**src/rtl/div_pkg.sv**
```systemverilog
// rtl/div_pkg.sv - shared types and constants for the sequential divider
//
// Purpose: state encoding, default operand width and the divide-by-zero
// quotient pattern used by seq_divider and div_step.
// Ports: none (package).
package div_pkg;

   localparam int DIV_N = 32;

   // Divide-by-zero quotient: all ones.
   localparam logic [DIV_N-1:0] DIV_ZERO_Q = '1;

   typedef enum logic [1:0] {
      IDLE  = 2'd0,
      RUN   = 2'd1,
      FIXUP = 2'd2,
      DONE  = 2'd3
   } div_state_t;

endpackage

```
**src/rtl/div_step.sv**
```systemverilog
// rtl/div_step.sv - one restoring-divide trial subtract (parallel-prefix carry lookahead)
//
// Purpose: diff = minuend - subtrahend, computed as minuend + ~subtrahend + 1
// with the carries produced by a Kogge-Stone prefix tree.
// Ports:
//   minuend    in  W  shifted partial remainder
//   subtrahend in  W  zero-extended divisor magnitude
//   diff       out W  minuend - subtrahend (mod 2^W)
//   no_borrow  out 1  1 when minuend >= subtrahend (carry out of the add)
module div_step
   import div_pkg::*;
#(
   parameter int W = DIV_N + 1
) (
   input  logic [W-1:0] minuend,
   input  logic [W-1:0] subtrahend,
   output logic [W-1:0] diff,
   output logic         no_borrow
);

   logic [W-1:0] b_inv;
   logic [W-1:0] gen;
   logic [W-1:0] prop;
   logic [W-1:0] gk;
   logic [W-1:0] pk;
   logic [W:0]   carry;

   assign b_inv = ~subtrahend;

   always_comb begin
      gen  = minuend & b_inv;
      prop = minuend ^ b_inv;
      gk   = gen;
      pk   = prop;
      // Descending index so gk[i-d]/pk[i-d] still hold the previous level.
      for (int d = 1; d < W; d = d * 2) begin
         for (int i = W - 1; i >= d; i--) begin
            gk[i] = gk[i] | (pk[i] & gk[i-d]);
            pk[i] = pk[i] & pk[i-d];
         end
      end
      // Carry-in is 1 (two's-complement subtract), so every group that
      // propagates also produces a carry.
      carry     = {gk | pk, 1'b1};
      diff      = prop ^ carry[W-1:0];
      no_borrow = carry[W];
   end

endmodule

```
**src/rtl/seq_divider.sv**
```systemverilog
// rtl/seq_divider.sv - multi-cycle restoring divider for DIV/DIVU (HI/LO results)
//
// Purpose: shift-and-subtract divide, one quotient bit per cycle, under a
// start/busy/done handshake. Signed support is compiled in only when the
// macro SEQ_DIVIDER_SIGNED_EN is defined; otherwise every divide is unsigned.
// Ports:
//   clk         in  1  system clock, rising edge
//   rst         in  1  asynchronous active-high reset
//   start       in  1  request, sampled in IDLE or DONE
//   is_signed   in  1  two's-complement divide when 1
//   dividend    in  N  numerator
//   divisor     in  N  denominator
//   busy        out 1  division in progress
//   done        out 1  one-cycle pulse, results valid from here on
//   quotient    out N  quotient (LO)
//   remainder   out N  remainder (HI)
//   div_by_zero out 1  divisor was zero, held until the next start
module seq_divider
   import div_pkg::*;
#(
   parameter int N = DIV_N
) (
   input  logic         clk,
   input  logic         rst,
   input  logic         start,
   input  logic         is_signed,
   input  logic [N-1:0] dividend,
   input  logic [N-1:0] divisor,
   output logic         busy,
   output logic         done,
   output logic [N-1:0] quotient,
   output logic [N-1:0] remainder,
   output logic         div_by_zero
);

   localparam int CW = (N > 1) ? $clog2(N) : 1;

   div_state_t    state;
   div_state_t    state_nxt;
   logic          accept;
   logic [CW-1:0] cnt;
   logic          last_iter;
   logic          dvs_zero;

   // Partial remainder is always below the divisor after an iteration, so
   // only N bits are stored; the shifted trial operand carries the N+1th bit.
   logic [N-1:0]  r_reg;
   logic [N-1:0]  q_reg;
   logic [N-1:0]  dvs_mag;
   logic [N:0]    r_shift;
   logic [N:0]    trial;
   logic          no_borrow;
   logic          unused_trial_msb;

   logic [N-1:0]  dvd_load;
   logic [N-1:0]  dvs_load;
   logic [N-1:0]  q_fix;
   logic [N-1:0]  r_fix;

   assign dvs_zero  = (divisor == '0);
   assign last_iter = (cnt == CW'(N - 1));
   assign r_shift   = {r_reg, q_reg[N-1]};

   div_step #(.W(N + 1)) u_step (
      .minuend    (r_shift),
      .subtrahend ({1'b0, dvs_mag}),
      .diff       (trial),
      .no_borrow  (no_borrow)
   );

   assign unused_trial_msb = trial[N];

`ifdef SEQ_DIVIDER_SIGNED_EN
   logic qneg;
   logic rneg;
   logic dvd_neg;
   logic dvs_neg;

   assign dvd_neg  = is_signed & dividend[N-1];
   assign dvs_neg  = is_signed & divisor[N-1];
   // -(-2^(N-1)) wraps to itself, which is already the correct magnitude.
   assign dvd_load = dvd_neg ? -dividend : dividend;
   assign dvs_load = dvs_neg ? -divisor : divisor;
   assign q_fix    = qneg ? -q_reg : q_reg;
   assign r_fix    = rneg ? -r_reg : r_reg;

   always_ff @(posedge clk or posedge rst) begin
      if (rst) begin
         qneg <= 1'b0;
         rneg <= 1'b0;
      end else if (accept) begin
         qneg <= dvd_neg ^ dvs_neg;
         rneg <= dvd_neg;
      end
   end
`else
   logic unused_is_signed;

   assign unused_is_signed = is_signed;
   assign dvd_load = dividend;
   assign dvs_load = divisor;
   assign q_fix    = q_reg;
   assign r_fix    = r_reg;
`endif

   always_ff @(posedge clk or posedge rst) begin
      if (rst) begin
         state <= IDLE;
      end else begin
         state <= state_nxt;
      end
   end

   always_comb begin
      state_nxt = state;
      accept    = 1'b0;
      case (state)
         IDLE, DONE: begin
            if (start) begin
               accept    = 1'b1;
               state_nxt = dvs_zero ? DONE : RUN;
            end else begin
               state_nxt = IDLE;
            end
         end
         RUN: begin
            if (last_iter) begin
               state_nxt = FIXUP;
            end
         end
         FIXUP: begin
            state_nxt = DONE;
         end
         default: begin
            state_nxt = IDLE;
         end
      endcase
   end

   assign busy = (state == RUN) || (state == FIXUP);
   assign done = (state == DONE);

   always_ff @(posedge clk or posedge rst) begin
      if (rst) begin
         cnt         <= '0;
         r_reg       <= '0;
         q_reg       <= '0;
         dvs_mag     <= '0;
         quotient    <= '0;
         remainder   <= '0;
         div_by_zero <= 1'b0;
      end else if (accept) begin
         cnt         <= '0;
         r_reg       <= '0;
         q_reg       <= dvd_load;
         dvs_mag     <= dvs_load;
         div_by_zero <= dvs_zero;
         if (dvs_zero) begin
            // Zero divisor skips RUN; results are written immediately.
            quotient  <= {N{DIV_ZERO_Q[0]}};
            remainder <= dividend;
         end
      end else if (state == RUN) begin
         r_reg <= no_borrow ? trial[N-1:0] : r_shift[N-1:0];
         q_reg <= {q_reg[N-2:0], no_borrow};
         cnt   <= cnt + CW'(1);
      end else if (state == FIXUP) begin
         quotient  <= q_fix;
         remainder <= r_fix;
      end
   end

endmodule

```
**config.mk**
```make
export PLATFORM = sky130hd
export DESIGN_NAME = seq_divider
export DESIGN_NICKNAME = d
export VERILOG_FILES = /design/src/rtl/div_pkg.sv /design/src/rtl/div_step.sv /design/src/rtl/seq_divider.sv
export SDC_FILE = /design/constraint.sdc
export NUM_CORES = 1
export LEC_CHECK = 0
export ABC_AREA = 1
export BUFFER_PORTS_ARGS = -buffer_cell sky130_fd_sc_hd__buf_2
export CAP_MARGIN = 20
export CORE_MARGIN = 5
export CORE_UTILIZATION = 38
export CTS_BUF_LIST = sky130_fd_sc_hd__clkbuf_4
export DETAILED_ROUTE_END_ITERATION = 10
export MAX_ROUTING_LAYER = met4
export SYNTH_ARGS = -nofsm -noshare
export SYNTH_HDL_FRONTEND = slang
export SYNTH_SLANG_ARGS = --single-unit
export TNS_END_PERCENT = 10
```
**constraint.sdc**
```tcl
create_clock -name clk -period 14.5 [get_ports clk]
set_input_delay 0 -clock clk [delete_from_list [all_inputs] [get_ports clk]]
set_output_delay 0 -clock clk [all_outputs]
set_load 0.02 [all_outputs]
```
# Word-level counts from Yosys, hierarchy flattened

Index checks and enable logic that the tools add are counted.
Widths: inputs -> output; s select.

Register bits after elaboration: 168

Add/sub/neg operators: 1
Eq/ne operators: 7
Muxes and demuxes: 21
Bitwise operators: 410
Reduce and logical (&&, ||, !) cells: 7

Operators by type and width:

| operator            | count |
|---|---|
| $mux 32             | 13 |
| $and 1x1->1         | 270 |
| $or 1x1->1          | 135 |
| $and 33x33->33      | 1 |
| $not 32->33         | 1 |
| $or 33x33->33       | 1 |
| $xor 33x33->33      | 1 |
| $logic_not 32->1    | 1 |
| $xor 32x32->32      | 1 |
| $mux 5              | 2 |
| $mux 2              | 3 |
| $pmux 2 s3          | 1 |
| $add 5x1->5 const B | 1 |
| $eq 5x5->1 const B  | 1 |
| $eq 2x2->1 const B  | 2 |
| $ne 2x2->1 const B  | 2 |
| $reduce_bool 2->1   | 2 |
| $reduce_and 3->1    | 1 |
| $eq 2x1->1 const B  | 1 |
| $logic_not 2->1     | 1 |
| $mux 1              | 2 |
| $ne 2x1->1 const B  | 1 |
| $reduce_or 2->1     | 1 |
| $logic_or 1x1->1    | 1 |

# Logic depth before layout (Yosys ltp)

Depth after elaboration: 18
Mapped depth: 17
Gate-level depth less buffers: 16

# Hierarchy

A second synthesis with hierarchy kept.

Cells, all modules: 1457
Area total of the unflattened synthesis: 10759.1 um2

Modules (own cells, without submodules):

| module      | instances | cells each | area an instance (um2) | seq. area each (um2) |
|---|---|---|---|---|
| seq_divider | 1         | 895        | 7947.6                 | 4204.0 |
| div_step    | 1         | 562        | 2811.4                 | 0.0 |

# Worst setup path before layout

OpenSTA, ideal clock, no wires.

Kind: register -> register
Start point: register r_reg[22] (netlist: r_fix[22])
End point: register r_reg[14] (netlist: r_fix[14])
Library setup time: 0.117 ns
Data arrival time: 1.785 ns
Required time: 14.383 ns
Setup slack: 12.597 ns
Cell stages (with the launch flop): 13
Period minus slack after synthesis: 1.903 ns
Path through: dfrtp_1 > ha_1 > nand2_1 > inv_1 > a21oi_1 > a21oi_2 > nor2_4 > nand2_8 > inv_4 > buf_6 > nand2_1 > nand3_1 > nand2_1

Word-level cells in the longest chain between the ends: 13
Elaborated cells between the ends (all ways): 24

RTL lines:

| item                                             | line                           | text |
|---|---|---|
| from (decl)                                      | seq_divider.sv:47              | `logic [N-1:0] r_reg;` |
| from (signal assigned)                           | seq_divider.sv:164             | `r_reg <= no_borrow ? trial[N-1:0] : r_shift[N-1:0];` |
| $and 33x33->33 or $xor 33x33->33 (tied branches) | div_step.sv:31, div_step.sv:32 |  |
| $and 1x1->1, on equally long branches            | div_step.sv:38, div_step.sv:39 |  |
| $or 1x1->1 (tied with other cells)               | div_step.sv:38                 | `gk[i] = gk[i] \| (pk[i] & gk[i-d]);` |
| $or 1x1->1 or $and 1x1->1 (tied branches)        | div_step.sv:38                 |  |
| $or 1x1->1                                       | div_step.sv:38                 |  |
| $and 1x1->1                                      | div_step.sv:38                 |  |
| $or 1x1->1 (3 in series)                         | div_step.sv:38                 |  |
| $or 33x33->33 *                                  | div_step.sv:44                 | `carry = {gk \| pk, 1'b1};` |
| $mux 32 *                                        | seq_divider.sv:164             |  |
| $mux 32 *                                        | seq_divider.sv:163             | `end else if (state == RUN) begin` |
| $mux 32 *                                        | seq_divider.sv:152             | `end else if (accept) begin` |

Mark *: on every way between the ends. The rest lies on a longest branch, timed or not. The select of a mux whose other input is x is not followed.
A chain may end at the register's enable or synchronous reset.

# Worst setup path in the final report

Start point: register state[0]
End point: register q_reg[15] (netlist: q_fix[15])

Word-level cells in the longest chain between the ends: 4
Elaborated cells between the ends (all ways): 7

RTL lines:

| item                                          | line               | text |
|---|---|---|
| from (decl)                                   | seq_divider.sv:38  | `div_state_t state;` |
| from (signal assigned)                        | seq_divider.sv:110 | `state <= state_nxt;` |
| $eq 2x2->1 or $logic_not 2->1 (tied branches) | seq_divider.sv:117 | `case (state)` |
| $reduce_or 2->1                               | seq_divider.sv:117 |  |
| $mux 1                                        | seq_divider.sv:117 |  |
| $mux 32 or $reduce_bool 2->1 (tied branches)  | n/a                |  |
| to (signal assigned)                          | seq_divider.sv:155 | `q_reg <= dvd_load;` |
| to (signal assigned)                          | seq_divider.sv:165 | `q_reg <= {q_reg[N-2:0], no_borrow};` |
| to (decl)                                     | seq_divider.sv:48  | `logic [N-1:0] q_reg;` |

Several ways; a longest one is shown, not always the timed one.

==> results.json <==
{
  "worstPathRequired_ns": 14.96,
  "max_cap_violations": 0,
  "cts_resized": 0,
  "worstSetupEndpointType": "flip-flop",
  "grt_use_total_pct": 20.8,
  "async_flop_share_pct": 100,
  "place.gp.congestion": 0.943,
  "rows": 59,
  "finalCritPeriodShare_pct": 24.3,
  "ctsHtreeMaxLevel": 4,
  "synth.yosys.seq_area_share_pct": 42.1,
  "finalNetCount": 1724,
  "drc": 0,
  "met1_length_um": 14200,
  "synth_xor_area_share_pct": 1.23,
  "drt_pass1_iterations": 7,
  "final_max_slew_viol_count": 0,
  "drtIter0Drc": 809,
  "synth_compound_area_share_pct": 7.66,
  "hold_viol": 0,
  "cp-startpoint": "state[0]",
  "netlist_instances": 1437,
  "synth-edff-count": 0,
  "syn_to_final_growth_pct": 18.8,
  "vias_per_cell": 4.83,
  "wl_met2_um": 13500,
  "p_per_area_nw_per_um2": 206,
  "synth_flop_cell": "dfrtp_1",
  "peakVddDrop_v": 0.0000927,
  "die_h_um": 172,
  "synth_simple_gate_area_share_pct": 32.8,
  "final.setup_skew_ns": 0.0320,
  "clock-sinks": 168,
  "synth_common_cells": "nand2_1, inv_1, dfrtp_1, nor2_1, nand3_1",
  "post-synth-top-count-cell": "nand2_1",
  "finalWirelength_um": 29700,
  "hpwl_um": 21700,
  "seqCellArea_um2": 4200,
  "synth_top_cell_area_share_pct": 42.1,
  "finalSetupViolations": 0,
  "synth_top_area_cell": "dfrtp_1",
  "via_count": 9499,
  "start_util_pct": 38.4,
  "rsz0062_at_grt": "no",
  "muxShareOfSynthArea_pct": 0,
  "clock_path_buffers": 2,
  "tightestPinTransition_ns": 1.10,
  "yosys.cell_types.count": 34,
  "grt_pass1_wl_um": 47700,
  "routed-wl-met3_um": 1500,
  "synth_top_family_by_area": "simple AND/OR/NAND/NOR gates",
  "clkLatencyLatePin_ns": 0.60,
  "ioPinCount": 135,
  "slew-limit-headroom_pct": 26.9,
  "syn_area_um2": 9980,
  "synthAdderAreaFrac_pct": 4.76,
  "arrival_ns": 3.99,
  "syn-num-nets": 1543,
  "grt-ovfl-total": 0,
  "crit_fanout": 100,
  "cts-root-buf": "clkbuf_4",
  "min_path_type": "input pin to asynchronous set/reset pin",
  "fmax_mhz": 283,
  "yosys_warnings": 0,
  "synth_area_leaders": "dfrtp_1, nand2_1, inv_1",
  "drt.antenna.violating_nets": 0,
  "drive_above_1_share_pct": 12.0,
  "wire_per_inst_um": 15.1,
  "clk_pin_slew_ns": 0.19,
  "core_um2": 26000,
  "total_leakage_power_nw": 6.68,
  "n_fill_cell": 2748,
  "worstSetupPathType": "flip-flop to flip-flop",
  "synth.avg_cell_area_um2": 6.94,
  "synth.ff_latch_count": 168,
  "numCtsBuffers": 17,
  "die_area_um2": 29600,
  "multi_input_area_um2": 4640,
  "first_global_vias": 9192,
  "highest_layer": "met4",
  "status": "completed",
  "portBuffers": 133,
  "timing.rr.start": "state[0]",
  "timing.setup.tns_ns": 0,
  "antenna_found_initial": 1,
  "cts_tree": "yes",
  "hold_slack_ns": 0.0209,
  "grt_start_max_net_pins": 101,
  "min_period_ns": 3.53,
  "die_w_um": 172,
  "startpoint_type": "flip-flop"
}
[path summary, 6_finish.rpt]
path                                 end  slack (ns)  cells past startpoint
max in group asynchronous  remainder[31]       12.66                      5
min in group clk             dvs_mag[18]        0.15                      4
hold / removal               quotient[9]        0.02                      3
setup / recovery               q_fix[15]       10.97                      9
hold reg to reg                   cnt[3]        0.48                      1
setup reg to reg               q_fix[15]       10.97                      9
[registers in the layout, summed over array words and instances, names as in the netlist]
| name | count |
|---|---|
| div_by_zero | 1 |
| cnt | 5 |
| dvs_mag | 32 |
| r_fix | 32 |
| quotient | 32 |
| remainder | 32 |
| state | 2 |
| q_fix | 32 |
[power by group]
| part | leakage [nW] | internal, W | switching [W] |
|---|---|---|---|
| Clock | 0.153 | 0.0000786 | 0.000209 |
| Sequential | 2.13 | 0.000651 | 0.0000958 |
| Combinational | 4.39 | 0.000440 | 0.000971 |
| Total | 6.68 | 0.00117 | 0.00127 |
[per-stage QoR]
step | setup slack [ns] | instance area, um2 | utilization, % | std cells | power, W
5_1_grt | 10.65 | 11900 | 45.6 | 1966 | 0.00268
3_3_place_gp | 11.02 | 10900 | 41.9 | 1866 | 0.00213
4_1_cts | 10.90 | 11900 | 45.6 | 1965 | 0.00246
6_report | 10.97 | 11900 | 45.6 | 1966 | 0.00245
3_5_place_dp | 10.92 | 10900 | 41.9 | 1866 | 0.00215
2_1_floorplan | 9.95 | 9980 | - | 1437 | 0.00178
[worst max-delay path: stages (launching register included)]
cell	delay, ns
dfrtp_1	0.43
inv_1	0.06
ha_1	0.35
nand2_1	0.11
inv_2	0.05
buf_4	0.39
nor2_2	0.18
buf_4	0.42
clkinv_1	0.91
o221ai_1	0.48
[final cells by class]
cell class / instances / area share, %
Multi-Input combinational cell: 981 / 39.1
Antenna cell: 1 / 0.0211
Tap cell: 335 / 3.53
Clock inverter: 14 / 1.29
Clock buffer: 17 / 1.08
Timing Repair Buffer: 209 / 11.9
Inverter: 241 / 7.69
Sequential cell: 168 / 35.4
[repair_timing]
item	CTS	global route
hold buffers	68	0
setup buffers	0	0
endpoints found under the hold margin	174	0
endpoints found under the setup margin	0	0
[per-layer routing]
layer / global-route usage [%] / vias to the layer above
li1: - / 4811
met1: 28.9 / 4423
met2: 32.8 / 232
met3: 2.58 / 33
met4: 4.89 / 0
met5: - / -
[cell usage in the layout, fill, tap and decap left out, drive strengths merged, types with 8 or more instances in the layout]
master,instances
a21oi,28
buf,141
clkbuf,17
clkinv,9
dfrtp,168
dlygate4sd3,68
ha,38
inv,246
nand2,518
nand3,109
nand4,9
nor2,150
nor3,8
o21ai,62
o221ai,31
xnor2,11
[cell families after synthesis]
logic type	count (synthesis)
AOI/OAI and AO/OA	126
and+or+nand+nor	803
DFF	168
adders and majority gates	38
buffers and inverters	288
xor gates and xnor gates	14
(Power assumes the default switching activity.)
